### config.mk
export PLATFORM = sky130hd
export DESIGN_NAME = lcg_stim_gen_flat
export DESIGN_NICKNAME = d
export VERILOG_FILES = /design/src/rtl/lcg_stim_gen_if.sv /design/src/rtl/lcg_stim_gen.sv /design/src/flat_wrapper.sv
export SDC_FILE = /design/constraint.sdc
export NUM_CORES = 1
export LEC_CHECK = 0
export BUFFER_PORTS_ARGS = -buffer_cell sky130_fd_sc_hd__buf_2
export CELL_PAD_IN_SITES_DETAIL_PLACEMENT = 0
export CELL_PAD_IN_SITES_GLOBAL_PLACEMENT = 2
export CORE_ASPECT_RATIO = 0.75
export CORE_UTILIZATION = 40
export DETAILED_ROUTE_END_ITERATION = 8
export GPL_ROUTABILITY_DRIVEN = 0
export PLACE_DENSITY = 0.95
export SETUP_SLACK_MARGIN = 0.2
export SYNTH_ARGS = -nofsm -noshare
export SYNTH_HDL_FRONTEND = slang
export SYNTH_SLANG_ARGS = --single-unit
### constraint.sdc
create_clock -name clk -period 17.8 [get_ports clk]
set_input_delay 4.45 -clock clk [delete_from_list [all_inputs] [get_ports clk]]
set_output_delay 4.45 -clock clk [all_outputs]
set_load 0.05 [all_outputs]
### src/rtl/lcg_stim_gen_if.sv
// ---------------------------------------------------------------------------
// lcg_stim_gen_if
// Valid/ready vector bus between the LCG stimulus source and its consumer.
//   out_data  : OUT_W-bit vector (drives the consumer's in_flat bus)
//   out_valid : out_data holds a complete vector
//   out_ready : consumer accepts; a transfer is out_valid && out_ready
// master modport is the producer side, slave modport the consumer side.
// ---------------------------------------------------------------------------
interface lcg_stim_gen_if #(
  parameter int OUT_W = 138
);
  logic [OUT_W-1:0] out_data;
  logic             out_valid;
  logic             out_ready;

  modport master (
    output out_data,
    output out_valid,
    input  out_ready
  );

  modport slave (
    input  out_data,
    input  out_valid,
    output out_ready
  );
endinterface

### src/rtl/lcg_stim_gen.sv
// ---------------------------------------------------------------------------
// lcg_stim_gen
// Deterministic stimulus source: builds OUT_W-bit vectors from a 32-bit LCG
// (one word per clock) and hands each one over a valid/ready handshake until
// a programmed number of vectors has been transferred.
// Ports:
//   clk      : rising-edge clock
//   rst      : synchronous active-high reset
//   start    : launch pulse, honoured only in IDLE or DONE
//   seed     : LCG seed, captured on an accepted start
//   num_vec  : number of vectors to emit, captured on an accepted start
//   out_bus  : vector bus (out_data / out_valid / out_ready)
//   vec_idx  : vectors transferred since the last start
//   busy     : high while filling or presenting a vector
//   done     : high once the programmed count has been transferred
// ---------------------------------------------------------------------------
module lcg_stim_gen #(
  parameter int OUT_W = 138,
  parameter int CNT_W = 16
) (
  input  logic                 clk,
  input  logic                 rst,
  input  logic                 start,
  input  logic [31:0]          seed,
  input  logic [CNT_W-1:0]     num_vec,
  lcg_stim_gen_if.master       out_bus,
  output logic [CNT_W-1:0]     vec_idx,
  output logic                 busy,
  output logic                 done
);

  localparam int NWORDS = (OUT_W + 31) / 32;
  localparam int WIDX_W = (NWORDS > 1) ? $clog2(NWORDS) : 1;
  localparam logic [WIDX_W-1:0] WIDX_LAST = WIDX_W'(NWORDS - 1);
  localparam logic [WIDX_W-1:0] WIDX_ZERO = {WIDX_W{1'b0}};
  localparam logic [CNT_W-1:0]  CNT_ZERO  = {CNT_W{1'b0}};
  localparam logic [CNT_W-1:0]  CNT_ONE   = CNT_W'(1'b1);
  localparam logic [31:0] LCG_MUL = 32'h41C6_4E6D;
  localparam logic [31:0] LCG_INC = 32'h0000_3039;

  typedef enum logic [1:0] {
    ST_IDLE    = 2'd0,
    ST_FILL    = 2'd1,
    ST_PRESENT = 2'd2,
    ST_DONE    = 2'd3
  } state_t;

  // One LCG step, arithmetic modulo 2^32.
  function automatic logic [31:0] lcg_step(input logic [31:0] s);
    lcg_step = s * LCG_MUL + LCG_INC;
  endfunction

  state_t            state_r, state_next;
  logic [31:0]       lcg_r, lcg_next;
  logic [WIDX_W-1:0] widx_r, widx_next;
  logic [CNT_W-1:0]  vec_idx_r, vec_idx_next;
  logic [CNT_W-1:0]  num_r, num_next;
  logic [OUT_W-1:0]  data_r, data_next;
  logic              valid_r, busy_r, done_r;

  logic [31:0]       lcg_word;
  logic [WIDX_W+4:0] word_shift;
  logic [OUT_W-1:0]  word_mask;
  logic [OUT_W-1:0]  word_bits;
  logic [CNT_W-1:0]  vec_idx_inc;

  assign lcg_word    = lcg_step(lcg_r);
  // Word k lives at bit 32k; shifting an OUT_W-wide mask drops the bits of the
  // last word that would fall above OUT_W, which gives the truncation for free.
  assign word_shift  = {widx_r, 5'b00000};
  assign word_mask   = OUT_W'(32'hFFFF_FFFF) << word_shift;
  assign word_bits   = OUT_W'(lcg_word) << word_shift;
  assign vec_idx_inc = vec_idx_r + CNT_ONE;

  // Next-state and datapath-next logic for the fill/present sequencer.
  always_comb begin
    state_next   = state_r;
    lcg_next     = lcg_r;
    widx_next    = widx_r;
    vec_idx_next = vec_idx_r;
    num_next     = num_r;
    data_next    = data_r;

    case (state_r)
      ST_IDLE, ST_DONE: begin
        if (start) begin
          lcg_next     = seed;
          num_next     = num_vec;
          vec_idx_next = CNT_ZERO;
          widx_next    = WIDX_ZERO;
          if (num_vec != CNT_ZERO) begin
            state_next = ST_FILL;
          end else begin
            state_next = ST_DONE;
          end
        end else begin
          state_next = state_r;
        end
      end

      ST_FILL: begin
        lcg_next  = lcg_word;
        data_next = (data_r & ~word_mask) | word_bits;
        if (widx_r == WIDX_LAST) begin
          widx_next  = WIDX_ZERO;
          state_next = ST_PRESENT;
        end else begin
          widx_next  = widx_r + WIDX_W'(1'b1);
          state_next = ST_FILL;
        end
      end

      ST_PRESENT: begin
        if (out_bus.out_ready) begin
          vec_idx_next = vec_idx_inc;
          widx_next    = WIDX_ZERO;
          if (vec_idx_inc == num_r) begin
            state_next = ST_DONE;
          end else begin
            state_next = ST_FILL;
          end
        end else begin
          state_next = ST_PRESENT;
        end
      end

      default: begin
        state_next = ST_IDLE;
      end
    endcase
  end

  // State, datapath and status registers; status flags follow the next state
  // so every output comes straight from a flop.
  always_ff @(posedge clk) begin
    if (rst) begin
      state_r   <= ST_IDLE;
      lcg_r     <= 32'h0000_0000;
      widx_r    <= WIDX_ZERO;
      vec_idx_r <= CNT_ZERO;
      num_r     <= CNT_ZERO;
      data_r    <= {OUT_W{1'b0}};
      valid_r   <= 1'b0;
      busy_r    <= 1'b0;
      done_r    <= 1'b0;
    end else begin
      state_r   <= state_next;
      lcg_r     <= lcg_next;
      widx_r    <= widx_next;
      vec_idx_r <= vec_idx_next;
      num_r     <= num_next;
      data_r    <= data_next;
      valid_r   <= (state_next == ST_PRESENT);
      busy_r    <= (state_next == ST_FILL) || (state_next == ST_PRESENT);
      done_r    <= (state_next == ST_DONE);
    end
  end

  assign out_bus.out_data  = data_r;
  assign out_bus.out_valid = valid_r;
  assign vec_idx           = vec_idx_r;
  assign busy              = busy_r;
  assign done              = done_r;

endmodule

### src/flat_wrapper.sv
// flat-port wrapper written by rule: the top's interface ports become plain ports
module lcg_stim_gen_flat 
#(
  parameter int OUT_W = 138,
  parameter int CNT_W = 16
)
  (clk, rst, start, seed, num_vec, vec_idx, busy, done, out_bus_out_data, out_bus_out_valid, out_bus_out_ready);
  lcg_stim_gen_if #(.OUT_W(OUT_W)) out_bus_i ();
  input  logic clk;
  input  logic rst;
  input  logic start;
  input  logic [31:0] seed;
  input  logic [CNT_W-1:0] num_vec;
  output logic [CNT_W-1:0] vec_idx;
  output logic busy;
  output logic done;
  output wire logic [$bits(out_bus_i.out_data)-1:0] out_bus_out_data;
  output wire logic [$bits(out_bus_i.out_valid)-1:0] out_bus_out_valid;
  input wire logic [$bits(out_bus_i.out_ready)-1:0] out_bus_out_ready;
  assign out_bus_out_data = out_bus_i.out_data;
  assign out_bus_out_valid = out_bus_i.out_valid;
  assign out_bus_i.out_ready = out_bus_out_ready;
  lcg_stim_gen #(.OUT_W(OUT_W), .CNT_W(CNT_W)) u_core (.clk(clk), .rst(rst), .start(start), .seed(seed), .num_vec(num_vec), .out_bus(out_bus_i), .vec_idx(vec_idx), .busy(busy), .done(done));
endmodule
==> flow_summary.yaml <==
timing:
  period_share_pct: 44.10
  final-setup-viol-count: 0
  hold_viol_final: 0
  tightest_slew_ns: 1.247
  maxSlewHeadroom_pct: 16.24
  rsz0062_at_grt: "false"
  setup_tns_ns: 0
  clock_skew_ns: 0.01876
  fin_crit_ns: 7.850
  setup_slack_ns: 9.950
  slew_violations: 0
  fmax_mhz: 127.4
clock_tree:
  cts_resized: 0
  cts_tree: "done"
  cts-htree-levels: 1
  clk_path_buf_depth: 3
  cts_made_buffers: 23
  clk_pin_slew_ns: 0.07
  clock-root-buffer: "clkbuf_16"
  ctsHoldBuffers: 0
  clk-insertion-delay-late_ns: 0.54
  post-cts-setup-buffer-count: 0
  clock_sinks: 210
worst_hold_path:
  holdCritPathClass: "reg -> reg"
  hold_depth: 2
layout:
  fin_nets: 2611
  drive_gt1_share_pct: 13.48
  area_growth_pct: 13.67
  fillers: 4262
detailed_routing:
  drtIter0Drc: 1230
  wl_um: 56030
  num_vias: 14677
  ant_nets: 0
  routed_via_density: 5.333
  drtPass1Iterations: 6
  wire_per_inst_um: 20.36
  drc_errors: 0
die:
  die_h_um: 184.6
  fp.dieArea_sq_mm: 0.04531
  rows: 66
  initial_core_util_pct: 40.78
  num_io_pins: 209
  die_x_um: 245.5
  core_area_sq_mm: 0.04360
synthesis:
  yosysUniqueCellTypes: 73
  synth-edff-count: 0
  yosysSeqAreaShare_pct: 23.64
  synth.cell_area_sq_mm: 0.01778
  synthArstFlopShare_pct: 0
  syn_nets: 2436
  netlist.area_leader.share_pct: 23.64
  synth_largest_area_cell: "dfxtp_1"
  synth_seq_cells: 210
  postSynthAreaPerCell_sq_um: 8.976
  synth_area_leaders: "dfxtp_1 24%, fa_1 21%, ha_1 15%"
  synth_common_cells: "412 x inv_1, 216 x ha_1, 210 x dfxtp_1"
  syn_inst: 1981
  synth-main-ff-cell: "dfxtp_1"
  yosys_warnings: 0
  yosysMostFrequentCell: "inv_1"
place:
  dpl.hpwl_um: 45180
  io_buffers: 208
  pre_cts_ws_ns: 9.991
global_route:
  overflow: 0
  grt_pass1_wl_um: 86270
  grt_pass1_vias: 14456
  grtUsageTotal_pct: 24.91
  grt_max_degree: 107
  antenna_found_initial: 1
worst_setup_path:
  path_max_fanout: 12
  cp.arrival_ns: 8.23
  cp-end-kind: "register"
  cp-start-kind: "register"
  path_class: "reg -> reg"
  required_ns: 18.18
  reg2regPathDepth: 23
outcome:
  status: "finished, final reports clean"
job:
  max_cap_violations: 0
## layout make-up
class,instances,area (sq um),share of cell area [%]
diodes,1,2.502,0.01238
clock buffers,28,594.3,2.941
clock inverters,14,176.4,0.8729
inverters,412,1546,7.652
multi-input cells,1281,11770,58.22
flip-flops and latches,210,4204,20.80
well taps,578,723.2,3.578
repair buffers,228,1197,5.925
## logic make-up (layout without fill, tap and decap cells)
family	after synthesis	count (layout)	share of synthesized area (%)
and+or+nand+nor	419	419	10.89
AOI/OAI and AO/OA	361	361	13.86
xor gates and xnor gates	80	80	3.941
buffers and inverters	490	682	10.39
muxes	18	18	1.027
adders and majority gates	403	403	36.25
DFF	210	210	23.64
other	0	1	0
## worst max-delay path, cell delays in order (launching register included)
cell	delay, ns
dfxtp_1	0.85
inv_1	0.40
ha_1	0.50
inv_1	0.45
ha_1	0.25
inv_1	0.05
fa_1	0.38
fa_1	0.51
inv_1	0.04
ha_1	0.26
inv_1	0.05
fa_1	0.52
inv_1	0.05
fa_1	0.39
fa_1	0.47
ha_1	0.37
a21oi_1	0.21
nand2_1	0.12
a211oi_2	0.43
a211oi_1	0.17
o31a_1	0.35
o211a_1	0.31
o31ai_1	0.38
a221oi_1	0.16
## metrics by stage
step	util [%]	cells	hold slack [ns]	area, sq um
3_3_place_gp	44.58	2709	0.4551	19440
4_1_cts	46.35	2751	0.4717	20210
3_5_place_dp	44.58	2709	0.4606	19440
2_1_floorplan	-	1981	0.4478	17780
6_report	46.35	2752	0.4715	20210
5_1_grt	46.35	2752	0.4815	20210
## metal layers
metal	GRT usage, %	part of all wire (%)	vias to the layer above
met5	0	0	-
met4	5.590	2.2	0
met3	5.547	7.9	74
met2	37.58	43	550
met1	36.03	47	7222
li1	-	-	6831
## final timing paths
kind,startpoint,end,slack (ns)
setup / recovery,u_core.lcg_r[0],u_core.lcg_r[21],9.95
hold / removal,u_core.num_r[13],u_core.num_r[13],0.47
setup reg to reg,u_core.lcg_r[0],u_core.lcg_r[21],9.95
hold reg to reg,u_core.num_r[13],u_core.num_r[13],0.47
## placed cells by master, fill, tap and decap left out, drive strengths merged, types with 22 or more instances in the layout
| cell | n |
|---|---|
| clkbuf | 28 |
| xnor2 | 58 |
| dfxtp | 210 |
| nand2 | 99 |
| o21ai | 56 |
| a21oi | 83 |
| xor2 | 22 |
| buf | 228 |
| a211oi | 22 |
| nand3 | 50 |
| a22oi | 109 |
| nor2 | 172 |
| fa | 187 |
| inv | 415 |
| ha | 216 |
## sequential cells by signal (all words and copies together), names as in the netlist
register and flops:
u_core.out_bus.out_valid 1, u_core.busy 1, u_core.state_r 2, u_core.done 1, u_core.lcg_r 32, u_core.out_bus.out_data 138
u_core.num_r 16, u_core.vec_idx 16, u_core.widx_r 3
Power is not shown: default switching activity piles up to over one toggle a cycle in this logic, so the estimate is an artifact.
